$ cat src/rtl/uart_pkg.sv
// Shared constants and state encodings for the UART command receiver.
package uart_pkg;
  localparam logic [7:0] FRAME_HDR = 8'hA5;
  localparam logic [7:0] ADDR_REF  = 8'h00;
  localparam logic [7:0] ADDR_CTRL = 8'h01;

  localparam logic [1:0] ERR_CSUM  = 2'd1;
  localparam logic [1:0] ERR_ADDR  = 2'd2;
  localparam logic [1:0] ERR_FRAME = 2'd3;

  typedef enum logic [2:0] {RX_IDLE, RX_START, RX_DATA, RX_STOP, RX_BREAK} rx_state_t;
  typedef enum logic [2:0] {P_HDR, P_ADDR, P_DHI, P_DLO, P_SUM} prs_state_t;
endpackage

$ cat src/rtl/uart_rx_byte.sv
// 8N1 byte receiver: input synchronizer, mid-bit sampling FSM, byte and framing-error pulses.
module uart_rx_byte
  import uart_pkg::*;
#(
  parameter int BAUD_DIV = 32
) (
  input  logic       clk_i,
  input  logic       rst_i,
  input  logic       rxd_i,
  output logic [7:0] byte_o,
  output logic       byte_valid_o,
  output logic       frm_err_o,
  output logic       idle_o
);
  localparam logic [15:0] HALF_M1 = 16'(BAUD_DIV / 2 - 1);
  localparam logic [15:0] FULL_M1 = 16'(BAUD_DIV - 1);

  logic        sync1_q, rxs_q;
  rx_state_t   state_q, state_d;
  logic [15:0] cnt_q, cnt_d;
  logic [2:0]  bit_q, bit_d;
  logic [7:0]  shr_q, shr_d;
  logic [7:0]  byte_q, byte_d;
  logic        vld_q, vld_d;
  logic        ferr_q, ferr_d;

  always_ff @(posedge clk_i) begin
    if (rst_i) begin
      sync1_q <= 1'b1;
      rxs_q   <= 1'b1;
      state_q <= RX_IDLE;
      cnt_q   <= '0;
      bit_q   <= '0;
      shr_q   <= '0;
      byte_q  <= '0;
      vld_q   <= 1'b0;
      ferr_q  <= 1'b0;
    end else begin
      sync1_q <= rxd_i;
      rxs_q   <= sync1_q;
      state_q <= state_d;
      cnt_q   <= cnt_d;
      bit_q   <= bit_d;
      shr_q   <= shr_d;
      byte_q  <= byte_d;
      vld_q   <= vld_d;
      ferr_q  <= ferr_d;
    end
  end

  // cnt_q counts down to the next sample point; a sample is taken when it reaches zero.
  always_comb begin
    state_d = state_q;
    cnt_d   = cnt_q;
    bit_d   = bit_q;
    shr_d   = shr_q;
    byte_d  = byte_q;
    vld_d   = 1'b0;
    ferr_d  = 1'b0;
    case (state_q)
      RX_IDLE: begin
        if (!rxs_q) begin
          cnt_d   = HALF_M1;
          state_d = RX_START;
        end
      end
      RX_START: begin
        if (cnt_q != 16'd0) begin
          cnt_d = cnt_q - 16'd1;
        end else if (!rxs_q) begin
          cnt_d   = FULL_M1;
          bit_d   = 3'd0;
          state_d = RX_DATA;
        end else begin
          state_d = RX_IDLE;
        end
      end
      RX_DATA: begin
        if (cnt_q != 16'd0) begin
          cnt_d = cnt_q - 16'd1;
        end else begin
          shr_d = {rxs_q, shr_q[7:1]};
          cnt_d = FULL_M1;
          bit_d = bit_q + 3'd1;
          if (bit_q == 3'd7) state_d = RX_STOP;
        end
      end
      RX_STOP: begin
        if (cnt_q != 16'd0) begin
          cnt_d = cnt_q - 16'd1;
        end else if (rxs_q) begin
          byte_d  = shr_q;
          vld_d   = 1'b1;
          state_d = RX_IDLE;
        end else begin
          ferr_d  = 1'b1;
          state_d = RX_BREAK;
        end
      end
      RX_BREAK: begin
        if (rxs_q) state_d = RX_IDLE;
      end
      default: state_d = RX_IDLE;
    endcase
  end

  assign byte_o       = byte_q;
  assign byte_valid_o = vld_q;
  assign frm_err_o    = ferr_q;
  assign idle_o       = (state_q == RX_IDLE);
endmodule

$ cat src/rtl/uart_rx_cmd.sv
// UART command receiver: parses A5/ADDR/DHI/DLO/SUM frames into the reference and control registers.
module uart_rx_cmd
  import uart_pkg::*;
#(
  parameter int          BAUD_DIV     = 32,
  parameter int          TIMEOUT_BITS = 40,
  parameter logic [15:0] REF_RESET    = 16'h012A,
  parameter logic [15:0] CTRL_RESET   = 16'h0000
) (
  input  logic        clk_i,
  input  logic        rst_i,
  input  logic        rxd_i,
  output logic [15:0] data_ref_o,
  output logic [15:0] ctrl_o,
  output logic        upd_o,
  output logic [7:0]  upd_addr_o,
  output logic        err_o,
  output logic [1:0]  err_code_o,
  output logic [7:0]  byte_o,
  output logic        byte_valid_o
);
  localparam logic [31:0] TMO_LIMIT = 32'(TIMEOUT_BITS * BAUD_DIV);

  logic       rx_vld, rx_ferr, rx_idle;
  logic [7:0] rx_byte;

  uart_rx_byte #(.BAUD_DIV(BAUD_DIV)) u_byte (
    .clk_i        (clk_i),
    .rst_i        (rst_i),
    .rxd_i        (rxd_i),
    .byte_o       (rx_byte),
    .byte_valid_o (rx_vld),
    .frm_err_o    (rx_ferr),
    .idle_o       (rx_idle)
  );

  prs_state_t  prs_q, prs_d;
  logic [7:0]  addr_q, addr_d, dhi_q, dhi_d, dlo_q, dlo_d;
  logic [31:0] tmo_q, tmo_d;
  logic [15:0] ref_q, ref_d, ctrl_q, ctrl_d;
  logic        upd_q, upd_d, err_q, err_d;
  logic [7:0]  upd_addr_q, upd_addr_d;
  logic [1:0]  err_code_q, err_code_d;

  always_ff @(posedge clk_i) begin
    if (rst_i) begin
      prs_q      <= P_HDR;
      addr_q     <= '0;
      dhi_q      <= '0;
      dlo_q      <= '0;
      tmo_q      <= '0;
      ref_q      <= REF_RESET;
      ctrl_q     <= CTRL_RESET;
      upd_q      <= 1'b0;
      err_q      <= 1'b0;
      upd_addr_q <= '0;
      err_code_q <= '0;
    end else begin
      prs_q      <= prs_d;
      addr_q     <= addr_d;
      dhi_q      <= dhi_d;
      dlo_q      <= dlo_d;
      tmo_q      <= tmo_d;
      ref_q      <= ref_d;
      ctrl_q     <= ctrl_d;
      upd_q      <= upd_d;
      err_q      <= err_d;
      upd_addr_q <= upd_addr_d;
      err_code_q <= err_code_d;
    end
  end

  always_comb begin
    prs_d      = prs_q;
    addr_d     = addr_q;
    dhi_d      = dhi_q;
    dlo_d      = dlo_q;
    ref_d      = ref_q;
    ctrl_d     = ctrl_q;
    upd_d      = 1'b0;
    err_d      = 1'b0;
    upd_addr_d = upd_addr_q;
    err_code_d = err_code_q;

    // Timeout counts clocks since the last byte; paused while a byte is being received.
    if (prs_q == P_HDR)  tmo_d = '0;
    else if (rx_idle)    tmo_d = tmo_q + 32'd1;
    else                 tmo_d = tmo_q;

    if (rx_vld) begin
      tmo_d = 32'd1;
      case (prs_q)
        P_HDR:  if (rx_byte == FRAME_HDR) prs_d = P_ADDR;
        P_ADDR: begin addr_d = rx_byte; prs_d = P_DHI; end
        P_DHI:  begin dhi_d  = rx_byte; prs_d = P_DLO; end
        P_DLO:  begin dlo_d  = rx_byte; prs_d = P_SUM; end
        P_SUM: begin
          prs_d = P_HDR;
          if ((addr_q ^ dhi_q ^ dlo_q) != rx_byte) begin
            err_d      = 1'b1;
            err_code_d = ERR_CSUM;
          end else if (addr_q == ADDR_REF) begin
            ref_d      = {dhi_q, dlo_q};
            upd_d      = 1'b1;
            upd_addr_d = addr_q;
          end else if (addr_q == ADDR_CTRL) begin
            ctrl_d     = {dhi_q, dlo_q};
            upd_d      = 1'b1;
            upd_addr_d = addr_q;
          end else begin
            err_d      = 1'b1;
            err_code_d = ERR_ADDR;
          end
        end
        default: prs_d = P_HDR;
      endcase
    end else if (rx_ferr || tmo_d == TMO_LIMIT) begin
      prs_d      = P_HDR;
      err_d      = 1'b1;
      err_code_d = ERR_FRAME;
    end
  end

  assign data_ref_o   = ref_q;
  assign ctrl_o       = ctrl_q;
  assign upd_o        = upd_q;
  assign upd_addr_o   = upd_addr_q;
  assign err_o        = err_q;
  assign err_code_o   = err_code_q;
  assign byte_o       = rx_byte;
  assign byte_valid_o = rx_vld;
endmodule

$ cat config.mk
export PLATFORM = sky130hd
export DESIGN_NAME = uart_rx_cmd
export DESIGN_NICKNAME = d
export VERILOG_FILES = /design/src/rtl/uart_pkg.sv /design/src/rtl/uart_rx_byte.sv /design/src/rtl/uart_rx_cmd.sv
export SDC_FILE = /design/constraint.sdc
export NUM_CORES = 1
export LEC_CHECK = 0
export CORE_AREA = 2 2 115 117
export CTS_BUF_LIST = sky130_fd_sc_hd__clkbuf_4
export CTS_CLUSTER_SIZE = 14
export DETAILED_ROUTE_END_ITERATION = 6
export DIE_AREA = 0 0 117 119
export HOLD_SLACK_MARGIN = 0.08
export PLACE_DENSITY = 0.81
export SKIP_CTS_REPAIR_TIMING = 1
export SLEW_MARGIN = 25
export SYNTH_ARGS = -nofsm -noshare
export SYNTH_HDL_FRONTEND = slang
export SYNTH_HIERARCHICAL = 1
export SYNTH_SLANG_ARGS = --single-unit
$ cat constraint.sdc
create_clock -name clk_i -period 4.7 [get_ports clk_i]
set_clock_uncertainty 0.05 [all_clocks]
set_input_delay 0.47 -clock clk_i [delete_from_list [all_inputs] [get_ports clk_i]]
set_output_delay 0.47 -clock clk_i [all_outputs]
set_load 0.02 [all_outputs]
==> results of run 1 <==
-- layout make-up --
class                   count  area (um2)  share of cell area, %
well taps                 176         220                   2.87
flip-flops and latches    145        2900                   37.9
multi-input cells         557        3640                   47.5
repair buffers             61         597                   7.79
clock buffers              18         135                   1.76
inverters                  13        48.8                  0.637
clock inverters            14         121                   1.58
-- per-stage QoR --
stage               util, %  hold WS [ns]  cell area (um2)
finish                 59.5         0.331             7660
global route           59.5         0.330             7660
CTS                    59.5         0.283             7660
detailed placement     57.5         0.343             7400
global placement       57.5         0.345             7400
floorplan                 -         0.339             6830
-- metal layers --
metal  wire length [um]  vias up  share of wire [%]
li1                   -     2745                  -
met1               6750     2579                 46
met2               6950      117                 47
met3                777       17                5.3
met4                255        0                1.7
met5                  0        -                  0
-- state kept, by name, summed over array words and instances (netlist names), 2 cells and up --
| register | count |
|---|---|
| addr_q | 8 |
| ctrl_o | 16 |
| dhi_q | 8 |
| u_byte/state_q | 3 |
| dlo_q | 8 |
| data_ref_o | 16 |
| tmo_q | 32 |
| prs_q | 3 |
| u_byte/shr_q | 8 |
| u_byte/cnt_q | 16 |
| err_code_o | 2 |
| u_byte/bit_q | 3 |
| u_byte/byte_o | 8 |
| upd_addr_o | 8 |
-- final timing paths --
kind | endpoint | cells after the start | from | slack [ns]
hold / removal | data_ref_o[5]$_SDFFE_PP1P_ | 3 | rst_i | 0.33
hold reg to reg | u_byte/rxs_q$_SDFF_PP1_ | 1 | u_byte/sync1_q$_SDFF_PP1_ | 0.37
setup reg to reg | prs_q[0]$_SDFFE_PP0P_ | 10 | u_byte/state_q[2]$_SDFFE_PP0P_ | 1.47
setup / recovery | prs_q[0]$_SDFFE_PP0P_ | 10 | u_byte/state_q[2]$_SDFFE_PP0P_ | 1.47
-- logic make-up after synthesis --
| logic type | Yosys count |
|---|---|
| AND/OR/NAND/NOR | 331 |
| flip-flops | 145 |
| AO/OA/AOI/OAI | 113 |
| XOR/XNOR | 55 |
| multiplexers | 53 |
| buffers and inverters | 51 |
| adder cells (fa/ha/maj) | 5 |
-- cell usage after synthesis, drive strengths merged (2+ instances only) --
master  instances  area (um2)
mux2i          52         521
a21o            2        15.0
nand3b          2        15.0
or3             8        50.1
nor2          104         393
nand3          25         138
a221oi          2        17.5
a211o           2        17.5
nor2b           4        25.0
ha              5        62.6
nand2          82         315
a41oi           2        25.0
nor4           10         168
xor2           19         166
a311oi          2        17.5
o31ai           3        22.5
xnor2          36         315
clkbuf         25         144
a31oi          12        75.1
inv            13        48.8
o311ai          5        43.8
and2            4        25.0
o21ai          10        50.1
nor3           30         194
or2             7        43.8
and2b           2        16.3
nand4b          2        32.5
a21oi          45         225
nand2b          3        18.8
o211ai          2        15.0
nor3b           5        37.5
dfxtp         145        2900
a22oi           4        30.0
buf            12        87.6
o22ai           2        12.5
a31o            2        17.5
o21a            5        37.5
a211oi          3        22.5
or4             5        46.3
nand4          17         149
and3           17         106
a22o            2        17.5
-- where the power goes --
| part | leakage [nW] | internal, W | switching (W) |
|---|---|---|---|
| Combinational | 1.51 | 0.000265 | 0.000469 |
| Sequential | 1.17 | 0.00127 | 0.0000694 |
| Clock | 0.132 | 0.000232 | 0.000494 |
| Total | 2.82 | 0.00177 | 0.00103 |
-- worst reg2reg max path, stage by stage, from the launching register on --
cell and delay [ns]:
dfxtp_1 0.46, nor3_1 0.24, buf_4 0.20, nand4_4 0.20, nor4_4 0.50, nand2_1 0.21
o32a_2 0.42, nand2_1 0.09, a41oi_2 0.12, nor4_4 0.46, o21ai_0 0.17
==> metrics, run 1 <==
status complete, no violations; commonest non-fill, non-tap cells in the layout dfxtp_1, nor2_1, nand2_1, clkdlybuf4s50_1, mux2i_1; Fin Setup TNS 0 ns; crit-path max cell delay 0.50 ns; row cnt 42; Tot GR Track Use 22.0%; met1 GRT Util 29.0%; Worst Setup Start Kind register; CP Max Fanout 13; yosys warns 6; antenna cells 0; Final Slew Violations 0; met3 Resource Use GR 4.83%; Seq/Total Area, Yosys 42.5%; TritonCTS clock tree done; min-delay worst type in2reg; clk buf depth 2; Reg clk slew, reported paths 0.13 ns; grt peak-use layer met2; 1st-iter DRT viols 317; average size of a mapped cell 9.06 um2; most common cell after layout, fill and taps aside dfxtp_1; fin crit share 68.7%; drc violations 0; drt total wl 14700 um; M2 GR Usage 34.9%; Final nets 803; DIE AREA 0.0139 mm2; global placement routability congestion 0.854; Relative slew margins 30.6%; Die Ht 119 um; H-tree depth 4; final setup violation count 0; CTS Root Buffer Type clkbuf_4; fmax 0.310 GHz; Clock Sinks 145; Die Wd 117 um; Synth cell types 74; ys flop type dfxtp_1; vias in the first global route 5177; number of flops mapped to enable cells by yosys 0; worst skew pair latency 0.57 ns; hold violation count in the final report 0; core area 0.0129 mm2; Top delay family on crit path simple AND/OR/NAND/NOR gates; post-route ant nets 0; pwr dens 366 mW/mm2; Synth Net Count 761; routed wire length per instance 15.0 um; total gr overflow 0; Async SR Flop Fraction 0%; number of placed I/O pins 56; worst vdd ir 0.397 mV; post-synthesis simple-gate area fraction 26.6%; post-DR vias/cell 5.55; largest net degree at the start of global routing 106; Pleak 2.82 nW; crit end category register; HPWL after DPL 10200 um; Critical Path RT 5.09 ns; slowest CP cell nor4_4; Final WS setup 1.47 ns; post-synthesis adder-cell area fraction 0.917%; vias after detailed routing 5458; placed instance count 952; Yosys reg bits 145; Setup WS pre-CTS 1.49 ns; Layout Cells excl Fill 984; largest family of logic cells by synthesized area simple AND/OR/NAND/NOR gates; Power, Total 0.00280 W; Slew @ Worst Pin 1.04 ns; crit path buf inv count 1; Initial DRT Pass Iterations 7; Setup CP Type reg2reg; post-synthesis compound-gate area fraction 10.8%; Num CTS Buffers 17; RSZ-0062 raised after global routing false; Synth Area in XOR/XNOR 7.06%; # Max-Cap Violations 0; clock period minus worst slack 3.23 ns; first-pass GRT wire length 24600 um; cells along the critical path nor3_1 > buf_4 > nand4_4 > nor4_4 > nand2_1 > o32a_2 > nand2_1 > a41oi_2 > nor4_4 > o21ai_0; filler instances 1107; Area growth syn-to-layout 12.3%; initial antenna violation count 0; Starting Density 53.0%; Arr. time, crit path 3.62 ns; synthesized cell area 0.00683 mm2; mux share of post-synthesis cell area 7.79%; share of cells above drive strength 1 9.78%; Mapped Cells 753; input/output buffers 55
No activity file was read; power rests on OpenSTA's default activity.
==> run 2, diff against run 1 <==
Settings changed: CORE_AREA 2 2 115 117 to 2 2 116 118, DIE_AREA 0 0 117 119 to 0 0 118 120, PLACE_DENSITY 0.81 to 0.83.
Clock period 4.7 ns to 2.6 ns, I/O delays scaled along.
==> run 2 against run 1 <==
Against the previous run:
- count of clock-buffer cells in the layout unchanged
- highest routed layer unchanged
- global-route usage increased by 0.82 points
- the flow now finishes with violations (setup timing)
- sequential power increased by 80%
- flip-flop and latch count unchanged
- clock power increased by 94%
==> metrics, run 2 (synthesized netlist as in run 1, its figures left out) <==
Num CTS Buffers 17; Die Wd 118 um; worst vdd ir 0.902 mV; routed wire length per instance 15.3 um; Placed Area 0.00783 mm2; Clock Sinks 145; Final WS setup -0.244 ns; Biggest register tmo_q; Layout Cells excl Fill 1050; Initial DRT Pass Iterations 6; TritonCTS clock tree done; Starting Density 52.6%; drt total wl 16100 um; hold violation count in the final report 0; Die Ht 120 um; first-pass GRT wire length 26400 um; most common cell after layout, fill and taps aside dfxtp_1; final setup violation count 6; max reg flops 32; clock period minus worst slack 2.84 ns; global placement routability congestion 0.903; met2 wire len 7720 um; initial antenna violation count 1; vias after detailed routing 5895; fmax 0.352 GHz; post-route ant nets 0; Final Slew Violations 0; fin crit share 109%; Relative slew margins 56.8%; # Max-Cap Violations 0; Worst Setup Start Kind register; Pleak 3.16 nW; row cnt 42; Tot GR Track Use 22.8%; input/output buffers 55; Area growth syn-to-layout 20.4%; core area 0.0130 mm2; Arr. time, crit path 3.27 ns; clk buf depth 2; HPWL after DPL 11100 um; DIE AREA 0.0142 mm2; worst skew pair latency 0.54 ns; post-DR vias/cell 5.61; 1st-iter DRT viols 483; violations in the final reports setup timing; vias in the first global route 5544; H-tree depth 4; number of placed I/O pins 56; pwr dens 641 mW/mm2; Slew @ Worst Pin 0.643 ns; post-route met1 wirelength 7040 um; Highest Signal Layer met4; RSZ-0062 raised after global routing true; min-delay worst type in2reg; CP Max Fanout 6; largest net degree at the start of global routing 48; CTS Root Buffer Type clkbuf_4; drc violations 0; Power, Total 0.00527 W; Critical Path RT 3.02 ns; Final nets 868; Setup CP Type reg2reg; status finished with violations; Met3 Routed Length 1030 um; crit end category register; Fin Hold WS 0.229 ns; share of cells above drive strength 1 16.8%; total gr overflow 0; commonest non-fill, non-tap cells in the layout dfxtp_1, nor2_1, nand2_1, buf_4, clkdlybuf4s50_1; Reg clk slew, reported paths 0.13 ns; Design Area, Final 0.00822 mm2; placed instance count 1006
[run 2: metrics by stage]
stage               setup TNS (ns)  utilization (%)  setup WS [ns]
floorplan                   -0.940                -         -0.178
global placement             -1.59             60.3         -0.286
detailed placement           -1.88             60.3         -0.332
CTS                          -2.08             62.5         -0.377
global route                 -2.08             63.3         -0.373
finish                       -1.30             63.3         -0.244
[run 2: critical path, stage by stage (launching register included)]
cell	delay (ns)
dfxtp_1	0.40
nor3_4	0.06
buf_4	0.13
buf_4	0.13
buf_4	0.12
and4_2	0.25
and3_1	0.19
buf_4	0.14
o31ai_1	0.20
nand2_1	0.08
or4_4	0.54
nor4_4	0.16
buf_4	0.18
o311a_1	0.15
[run 2: final timing paths]
path	slack, ns	to	depth (start not counted)	start
min reg2reg	0.38	u_byte/rxs_q$_SDFF_PP1_	1	u_byte/sync1_q$_SDFF_PP1_
max	-0.24	err_code_o[1]$_SDFFE_PP0P_	13	u_byte/state_q[2]$_SDFFE_PP0P_
max reg2reg	-0.24	err_code_o[1]$_SDFFE_PP0P_	13	u_byte/state_q[2]$_SDFFE_PP0P_
min	0.23	u_byte/sync1_q$_SDFF_PP1_	2	rxd_i
[run 2: where the power goes]
part,total [W],switching (W),internal (W)
combinational,0.00144,0.000897,0.000547
sequential,0.00241,0.000111,0.00230
clock,0.00141,0.000893,0.000519
total,0.00527,0.00190,0.00337
[run 2: routing by layer]
metal  up-vias  global-route usage [%]
li1       2864                       -
met3        33                    5.04
met2       216                    37.1
met4         0                    8.06
met1      2782                    30.1
met5         -                       0
[run 2: final cells by class]
class,count,area [um2]
repair buffers,126,1100
clock buffers,18,135
fillers,1061,4760
diodes,1,2.50
clock inverters,14,148
inverters,13,48.8
multi-input cells,557,3660
well taps,176,220
flip-flops and latches,145,2910
==> run 3, diff against run 2 <==
Settings changed: CORE_AREA 2 2 116 118 to 2 2 115 117, DIE_AREA 0 0 118 120 to 0 0 117 119, PLACE_DENSITY 0.83 to 0.81.
Clock period 2.6 ns to 2.8 ns, I/O delays scaled along.
==> run 3 against run 2 <==
Against the previous run:
- the run ends with DRC left
- cell count is 3.2% lower
- count of clock-buffer cells in the layout decreased by 1
- critical path depth decreased by 3
- hold slack worse by 0.015 ns
- routed wire length decreased by 5.5%
- register-to-register slack better by 0.30 ns
- critical path type unchanged
- flip-flop and latch count is the same
- combinational power down 10%
==> metrics, run 3 (synthesized netlist as in run 1, its figures left out) <==
worst skew pair latency 0.57 ns; Worst Setup Start Kind register; post-DR vias/cell 5.53; Clock Sinks 145; initial antenna violation count 0; row cnt 42; Fin Hold WS 0.213 ns; Reg clk slew, reported paths 0.13 ns; DIE AREA 0.0139 mm2; post-route ant nets 0; routed wire length per instance 14.9 um; HPWL after DPL 10600 um; Critical Path RT 3.22 ns; crit end category register; core area 0.0129 mm2; crit-path max cell delay 0.58 ns; CP Max Fanout 6; most common cell after layout, fill and taps aside dfxtp_1; first-pass GRT wire length 24700 um; CTS Root Buffer Type clkbuf_4; Starting Density 53.0%; clk buf depth 2; total gr overflow 0; Placed Area 0.00761 mm2; fmax 0.365 GHz; Setup CP Type reg2reg; 1st-iter DRT viols 383; Num CTS Buffers 17; Final Core Density 62.1%; Die Ht 119 um; filler instances 1065; multi-input logic area 0.00367 mm2; global placement routability congestion 0.885; largest net degree at the start of global routing 74; hold violation count in the final report 0; input/output buffers 55; number of placed I/O pins 56; Fin Setup TNS 0 ns; vias after detailed routing 5614; Top delay family on crit path simple AND/OR/NAND/NOR gates; status finished with violations; placed instance count 979; violations in the final reports DRC; H-tree depth 4; worst vdd ir 0.770 mV; Initial DRT Pass Iterations 7; Final nets 835; Design Area, Final 0.00799 mm2; commonest non-fill, non-tap cells in the layout dfxtp_1, nor2_1, nand2_1, clkdlybuf4s50_1, mux2i_1; drc violations 1; Relative slew margins 52.1%; Pleak 3.01 nW; slowest CP cell or4_4; Biggest register tmo_q; Most common cell on crit path nor4_4; Tot GR Track Use 22.1%; drt total wl 15200 um; Final Slew Violations 0; cells along the critical path nor3_4 > nand4_4 > or4_4 > nor4_4 > o32a_2 > nand2_2 > a41oi_2 > nor4_4 > buf_4 > o311a_1; Die Wd 117 um; clock period minus worst slack 2.74 ns; Layout Cells excl Fill 1016; TritonCTS clock tree done; crit path buf inv count 1; Slew @ Worst Pin 0.718 ns; min-delay worst type in2reg; Area growth syn-to-layout 17.1%; fin crit share 97.9%; max reg flops 32; RSZ-0062 raised after global routing true; # Max-Cap Violations 0; antenna cells 0; Arr. time, crit path 3.17 ns; vias in the first global route 5142; share of cells above drive strength 1 13.8%; register area 0.00290 mm2; final setup violation count 0; pwr dens 620 mW/mm2
[run 3: cell types whose count changed in the layout (fill, tap and decap cells not counted), sizes merged]
cell / change
clkbuf: -1
clkinv: +2
diode: -1
buf: -33
inv: -3
bufinv: +2
[run 3: area by class of cell]
class / count / share of cell area, %
clock buffer: 17 / 1.60
clock inverter: 15 / 2.25
inverter: 13 / 0.611
multi-input combinational: 557 / 46.0
sequential: 145 / 36.3
tap: 176 / 2.76
timing repair buffer: 93 / 10.5
[run 3: where the power goes]
group	switching, W	internal, W	total, W
clock	0.000797	0.000626	0.00142
sequential	0.000102	0.00213	0.00224
combinational	0.000820	0.000475	0.00129
total	0.00172	0.00323	0.00495
[run 3: path summary, 6_finish.rpt]
path,from,to,slack (ns),cells after the start
hold reg to reg,u_byte/sync1_q$_SDFF_PP1_,u_byte/rxs_q$_SDFF_PP1_,0.38,1
hold / removal,rxd_i,u_byte/sync1_q$_SDFF_PP1_,0.21,2
setup reg to reg,u_byte/state_q[1]$_SDFFE_PP0P_,err_code_o[1]$_SDFFE_PP0P_,0.06,10
setup / recovery,u_byte/state_q[1]$_SDFFE_PP0P_,err_code_o[1]$_SDFFE_PP0P_,0.06,10
[run 3: layer usage]
| metal | wire length [um] | up-vias | GRT usage [%] |
|---|---|---|---|
| met5 | 0 | - | 0 |
| met4 | 174 | 0 | 5.07 |
| met3 | 753 | 16 | 6.21 |
| met2 | 7370 | 151 | 35.8 |
| met1 | 6880 | 2647 | 29.3 |
| li1 | - | 2800 | - |
[run 3: per-stage QoR]
stage | total power [W] | setup WS (ns)
after global placement | 0.00351 | 0.0154
after detailed placement | 0.00353 | -0.0234
after global routing | 0.00521 | -0.0423
after CTS | 0.00495 | -0.0644
final | 0.00495 | 0.0574
after floorplan | 0.00337 | 0.00126
